==> src/rtl/perf_event_counter_if.sv <==
// Control, event and read-port bundle of the performance counter block.
// master = the block driving commands/events, slave = perf_event_counter.
interface perf_event_counter_if #(
  parameter int N_CH  = 4,
  parameter int WIDTH = 32,
  parameter int SEL_W = 3
);
  logic              start_i;
  logic              clear_i;
  logic [N_CH-1:0]   event_i;
  logic              snap_i;
  logic              rd_en_i;
  logic [SEL_W-1:0]  rd_sel_i;
  logic              rd_snap_i;
  logic [WIDTH-1:0]  rd_data_o;
  logic              rd_valid_o;
  logic [N_CH-1:0]   ovf_o;
  logic [WIDTH-1:0]  cycle_o;
  logic [1:0]        state_o;
  logic              halt_o;

  // Read handshake: rd_en_i is a request with no backpressure (always accepted);
  // rd_valid_o pulses for exactly one cycle after each accepted request and
  // rd_data_o holds its value until the next accepted request.
  modport master (
    output start_i, clear_i, event_i, snap_i, rd_en_i, rd_sel_i, rd_snap_i,
    input  rd_data_o, rd_valid_o, ovf_o, cycle_o, state_o, halt_o
  );

  modport slave (
    input  start_i, clear_i, event_i, snap_i, rd_en_i, rd_sel_i, rd_snap_i,
    output rd_data_o, rd_valid_o, ovf_o, cycle_o, state_o, halt_o
  );
endinterface

==> src/rtl/perf_event_counter.sv <==
// Per-channel pipeline event counters plus a run-cycle counter, with a
// snapshot bank, registered read port and optional cycle-limit halt.
module perf_event_counter #(
  parameter int N_CH     = 4,
  parameter int WIDTH    = 32,
  parameter int SEL_W    = 3,
  parameter int SATURATE = 0,
  parameter int LIMIT    = 0
) (
  input  logic                 clk_i,
  input  logic                 rst_i,
  perf_event_counter_if.slave  bus
);

  localparam logic [1:0]       S_IDLE   = 2'b00;
  localparam logic [1:0]       S_RUN    = 2'b01;
  localparam logic [1:0]       S_HALT   = 2'b10;
  localparam logic [WIDTH-1:0] ALL_ONES = '1;
  localparam logic [WIDTH:0]   LIMIT_W  = (WIDTH+1)'(LIMIT);

  logic [1:0]       state_q, state_d;
  logic [WIDTH-1:0] cnt_q  [N_CH];
  logic [WIDTH-1:0] cnt_d  [N_CH];
  logic [WIDTH-1:0] snap_q [N_CH];
  logic [WIDTH-1:0] cyc_q, cyc_d, snap_cyc_q;
  logic [N_CH-1:0]  ovf_q, ovf_d;
  logic [WIDTH-1:0] rd_data_q, rd_mux;
  logic             rd_valid_q;
  logic             count_en, limit_hit;

  function automatic logic [WIDTH-1:0] bump(input logic [WIDTH-1:0] v);
    if (v == ALL_ONES) return (SATURATE != 0) ? ALL_ONES : '0;
    return v + WIDTH'(1);
  endfunction

  // The IDLE->RUN edge is itself a counted cycle, so counting keys off start_i.
  always_comb begin
    count_en = bus.start_i && (state_q != S_HALT);
    cyc_d    = cyc_q;
    ovf_d    = ovf_q;
    for (int i = 0; i < N_CH; i++) cnt_d[i] = cnt_q[i];
    if (count_en) begin
      cyc_d = bump(cyc_q);
      for (int i = 0; i < N_CH; i++) begin
        if (bus.event_i[i]) begin
          cnt_d[i] = bump(cnt_q[i]);
          if (cnt_q[i] == ALL_ONES) ovf_d[i] = 1'b1;
        end
      end
    end
    limit_hit = count_en && (LIMIT != 0) && ({1'b0, cyc_d} == LIMIT_W);
  end

  always_comb begin
    state_d = state_q;
    case (state_q)
      S_IDLE, S_RUN: begin
        if (limit_hit)        state_d = S_HALT;
        else if (bus.start_i) state_d = S_RUN;
        else                  state_d = S_IDLE;
      end
      S_HALT:  state_d = S_HALT;
      default: state_d = S_IDLE;
    endcase
  end

  always_comb begin
    rd_mux = '0;
    for (int i = 0; i < N_CH; i++) begin
      if (bus.rd_sel_i == SEL_W'(i)) rd_mux = bus.rd_snap_i ? snap_q[i] : cnt_q[i];
    end
    if (bus.rd_sel_i == SEL_W'(N_CH)) rd_mux = bus.rd_snap_i ? snap_cyc_q : cyc_q;
  end

  // The read path sits outside the clear branch so a read on a clear edge sees pre-clear data.
  always_ff @(posedge clk_i or posedge rst_i) begin
    if (rst_i) begin
      state_q    <= S_IDLE;
      cyc_q      <= '0;
      snap_cyc_q <= '0;
      ovf_q      <= '0;
      rd_data_q  <= '0;
      rd_valid_q <= 1'b0;
      for (int i = 0; i < N_CH; i++) begin
        cnt_q[i]  <= '0;
        snap_q[i] <= '0;
      end
    end else begin
      rd_valid_q <= bus.rd_en_i;
      if (bus.rd_en_i) rd_data_q <= rd_mux;
      if (bus.clear_i) begin
        state_q    <= S_IDLE;
        cyc_q      <= '0;
        snap_cyc_q <= '0;
        ovf_q      <= '0;
        for (int i = 0; i < N_CH; i++) begin
          cnt_q[i]  <= '0;
          snap_q[i] <= '0;
        end
      end else begin
        state_q <= state_d;
        cyc_q   <= cyc_d;
        ovf_q   <= ovf_d;
        for (int i = 0; i < N_CH; i++) cnt_q[i] <= cnt_d[i];
        if (bus.snap_i) begin
          snap_cyc_q <= cyc_q;
          for (int i = 0; i < N_CH; i++) snap_q[i] <= cnt_q[i];
        end
      end
    end
  end

  assign bus.rd_data_o  = rd_data_q;
  assign bus.rd_valid_o = rd_valid_q;
  assign bus.ovf_o      = ovf_q;
  assign bus.cycle_o    = cyc_q;
  assign bus.state_o    = state_q;
  assign bus.halt_o     = (state_q == S_HALT);

endmodule

==> src/flat_wrapper.sv <==
// flat-port wrapper written by rule: the top's interface ports become plain ports
module perf_event_counter_flat 
#(
  parameter int N_CH     = 4,
  parameter int WIDTH    = 32,
  parameter int SEL_W    = 3,
  parameter int SATURATE = 0,
  parameter int LIMIT    = 0
)
  (clk_i, rst_i, bus_start_i, bus_clear_i, bus_event_i, bus_snap_i, bus_rd_en_i, bus_rd_sel_i, bus_rd_snap_i, bus_rd_data_o, bus_rd_valid_o, bus_ovf_o, bus_cycle_o, bus_state_o, bus_halt_o);
  perf_event_counter_if #(.N_CH(N_CH), .WIDTH(WIDTH), .SEL_W(SEL_W)) bus_i ();
  input  logic clk_i;
  input  logic rst_i;
  input wire logic [$bits(bus_i.start_i)-1:0] bus_start_i;
  input wire logic [$bits(bus_i.clear_i)-1:0] bus_clear_i;
  input wire logic [$bits(bus_i.event_i)-1:0] bus_event_i;
  input wire logic [$bits(bus_i.snap_i)-1:0] bus_snap_i;
  input wire logic [$bits(bus_i.rd_en_i)-1:0] bus_rd_en_i;
  input wire logic [$bits(bus_i.rd_sel_i)-1:0] bus_rd_sel_i;
  input wire logic [$bits(bus_i.rd_snap_i)-1:0] bus_rd_snap_i;
  output wire logic [$bits(bus_i.rd_data_o)-1:0] bus_rd_data_o;
  output wire logic [$bits(bus_i.rd_valid_o)-1:0] bus_rd_valid_o;
  output wire logic [$bits(bus_i.ovf_o)-1:0] bus_ovf_o;
  output wire logic [$bits(bus_i.cycle_o)-1:0] bus_cycle_o;
  output wire logic [$bits(bus_i.state_o)-1:0] bus_state_o;
  output wire logic [$bits(bus_i.halt_o)-1:0] bus_halt_o;
  assign bus_i.start_i = bus_start_i;
  assign bus_i.clear_i = bus_clear_i;
  assign bus_i.event_i = bus_event_i;
  assign bus_i.snap_i = bus_snap_i;
  assign bus_i.rd_en_i = bus_rd_en_i;
  assign bus_i.rd_sel_i = bus_rd_sel_i;
  assign bus_i.rd_snap_i = bus_rd_snap_i;
  assign bus_rd_data_o = bus_i.rd_data_o;
  assign bus_rd_valid_o = bus_i.rd_valid_o;
  assign bus_ovf_o = bus_i.ovf_o;
  assign bus_cycle_o = bus_i.cycle_o;
  assign bus_state_o = bus_i.state_o;
  assign bus_halt_o = bus_i.halt_o;
  perf_event_counter #(.N_CH(N_CH), .WIDTH(WIDTH), .SEL_W(SEL_W), .SATURATE(SATURATE), .LIMIT(LIMIT)) u_core (.clk_i(clk_i), .rst_i(rst_i), .bus(bus_i));
endmodule
==> config.mk <==
export PLATFORM = sky130hd
export DESIGN_NAME = perf_event_counter_flat
export DESIGN_NICKNAME = d
export VERILOG_FILES = /design/src/rtl/perf_event_counter_if.sv /design/src/rtl/perf_event_counter.sv /design/src/flat_wrapper.sv
export SDC_FILE = /design/constraint.sdc
export NUM_CORES = 1
export LEC_CHECK = 0
export ABC_CLOCK_PERIOD_IN_PS = 14300
export CORE_ASPECT_RATIO = 1.4
export CORE_UTILIZATION = 55
export DETAILED_ROUTE_END_ITERATION = 7
export GPL_TIMING_DRIVEN = 0
export PLACE_DENSITY = 0.77
export SETUP_SLACK_MARGIN = 0.05
export SLEW_MARGIN = 15
export SYNTH_ARGS = -nofsm -noshare
export SYNTH_HDL_FRONTEND = slang
export SYNTH_SLANG_ARGS = --single-unit
==> constraint.sdc <==
create_clock -name clk_i -period 14.3 [get_ports clk_i]
set_input_delay 3.575 -clock clk_i [delete_from_list [all_inputs] [get_ports clk_i]]
set_output_delay 3.575 -clock clk_i [all_outputs]
set_load 0.02 [all_outputs]
==> metrics <==
status=completed; minimum clock period=6310 ps; DRT Pass-1 Iters=5; CTS Sinks=359; Clk Latency, worst-skew pair=550 ps; final wirelength=58200 µm; Worst-Margin Slew=1020 ps; beginning of the critical path=bus_start_i; share of cells above drive strength 1=5.41%; DRC=0; GPL Wtd Cong=0.956; Peak supply drop=0.0854 mV; synth warn=0; vias=16000; Hold Vio Cnt, Final=0; row cnt=79; core footprint=33500 µm²; Setup Skew=17.5 ps; PwrDens=102 nW/µm²; Area Overhead vs Synth=14.5%; Hold Crit Class=flop to flop; final-report setup violation count=0; Netlist cell types=56; Post-synth EDFFs=0; Mapped Area=18900 µm²; LEAKAGE=9.35 nW; clk slew on worst S/H paths=60 ps; Setup TNS Final=0 ps; commonest non-fill, non-tap cell in the layout=dfrtp_1; sequential area share after synthesis=47.6%; min-delay src=u_core.bus.state_o[1]; Tot GR Track Use=33.8%; die area=35100 µm²; synthesized flop and latch total=359; clock buffer depth=3; number of I/O port buffers=82; critical path class=primary input to flop; Critical Path End Type=flop; remaining global-route overflow=0; Final Util=64.6%; r2r startpoint=u_core.bus.state_o[1]; Post-CTS Setup Bufs=0; drt first-iter violations=1838; placed insts=2449; Slew headroom=31.9%; RSZ-0062 raised after global routing=false; Die Width=159 µm; Synth Instances=1919; data required time of the worst path=14710 ps; Diodes inserted=0; first-pass GRT wire length=89300 µm; Avg WL per Cell=23.1 µm; Root Driver=clkbuf_16; CTS buffer count=37; final hold slack=456 ps; Startpoint Class=primary input; initial antenna violation count=0; largest net degree at the start of global routing=108; commonest non-fill, non-tap cells in the layout=359 x dfrtp_1, 319 x mux2i_1, 300 x nor2_1, 103 x nand2_1, 87 x clkbuf_1; async set or reset register ratio after synthesis=100%; fmax=158 MHz; die height=221 µm; final slew viol count=0; number of vias per cell=6.35; Non-Filler Instances=2514; Starting Density=56.4%; Filler cells=2729; main flop type after synthesis=dfrtp_1; max cap viols=0; H-tree Lvls=2; DP HPWL=42900 µm; mean post-synth cell area=9.84 µm²; vias in the first global route=15600; period utilisation layout=44.1%; Worst EP arrival=6730 ps; TritonCTS clock tree=built; Nets=2062; hold_buf cts=0; critical path peak fanout=10; Detail Route Antenna Nets=0; boundary pin count=86; Post-CTS Resized=0; Net Count, Synth=1938
critical path, stage by stage:
cell and delay (ps):
clkdlybuf4s50_1 570, clkbuf_1 790, nand2_1 260, nor3_1 280, nand4_1 270, nand2_1 170, buf_2 250, buf_1 430
nor2_1 110
layout make-up:
class	instances	area, µm²	area share [%]
multi-input cells	1374	9160	42.3
flip-flops and latches	359	8980	41.5
inverters	44	173	0.798
clock inverters	7	70.1	0.324
plain buffers	142	593	2.74
clock buffers	58	1200	5.54
well taps	445	557	2.57
repair buffers	85	903	4.18
stage by stage:
step                power (mW)  area, µm²  setup slack (ps)
floorplan                 1.16      18900               763
global placement          1.21      20300             -3470
detailed placement        1.22      20400              7580
CTS                       2.22      21600              8140
global route              2.27      21600              7890
finish                    2.21      21600              7990
worst paths after layout:
check	depth (start not counted)	slack (ps)	end
worst max-delay path	9	7990	u_core.cnt_q[42]
worst min-delay path	1	460	u_core.bus.state_o[0]
worst max register to register	8	11450	u_core.cnt_q[28]
worst min register to register	1	460	u_core.bus.state_o[0]
max in group asynchronous	4	9540	u_core.cnt_q[107]
min in group asynchronous	2	3490	u_core.bus.cycle_o[7]
cell families after synthesis:
logic type	synth area share, %
muxes	16.9
xor gates and xnor gates	5.19
AOI/OAI and AO/OA	7.60
and+or+nand+nor	18.4
buffers and inverters	4.01
adders and majority gates	0.331
DFF	47.6
synth_stat cells (46+ instances only):
cell type | instances | share of area [%]
a21oi_1 | 46 | 1.2
clkbuf_1 | 83 | 1.6
dfrtp_1 | 359 | 48
mux2i_1 | 319 | 17
nand2_1 | 103 | 2.0
nand3_1 | 61 | 1.6
nand4_1 | 55 | 1.8
nor2_1 | 300 | 6.0
nor4_1 | 48 | 1.6
o21ai_0 | 54 | 1.4
o22ai_1 | 64 | 2.1
xnor2_1 | 71 | 3.3
sequential cells by signal, indices dropped and copies added, names as in the netlist:
| signal | cells |
|---|---|
| u_core.snap_q | 128 |
| u_core.bus.ovf_o | 4 |
| u_core.bus.cycle_o | 32 |
| u_core.cnt_q | 128 |
| u_core.bus.state_o | 2 |
| u_core.bus.rd_valid_o | 1 |
| u_core.bus.rd_data_o | 32 |
| u_core.snap_cyc_q | 32 |
layer usage:
layer	global-route usage [%]	vias up	wire [µm]	part of all wire (%)
li1	-	7090	-	-
met4	27.4	0	5400	9.3
met5	0	-	0	0
met1	40.2	7910	21600	37
met3	4.66	221	3480	6.0
met2	54.3	740	27700	48
where the power goes:
| group | internal, mW | switching [mW] | total (mW) | leakage, nW |
|---|---|---|---|---|
| registers | 1.03 | 0.0113 | 1.04 | 4.99 |
| clock network | 0.593 | 0.415 | 1.01 | 0.628 |
| logic | 0.0522 | 0.114 | 0.166 | 3.74 |
Power figures use the tool's default switching activity.
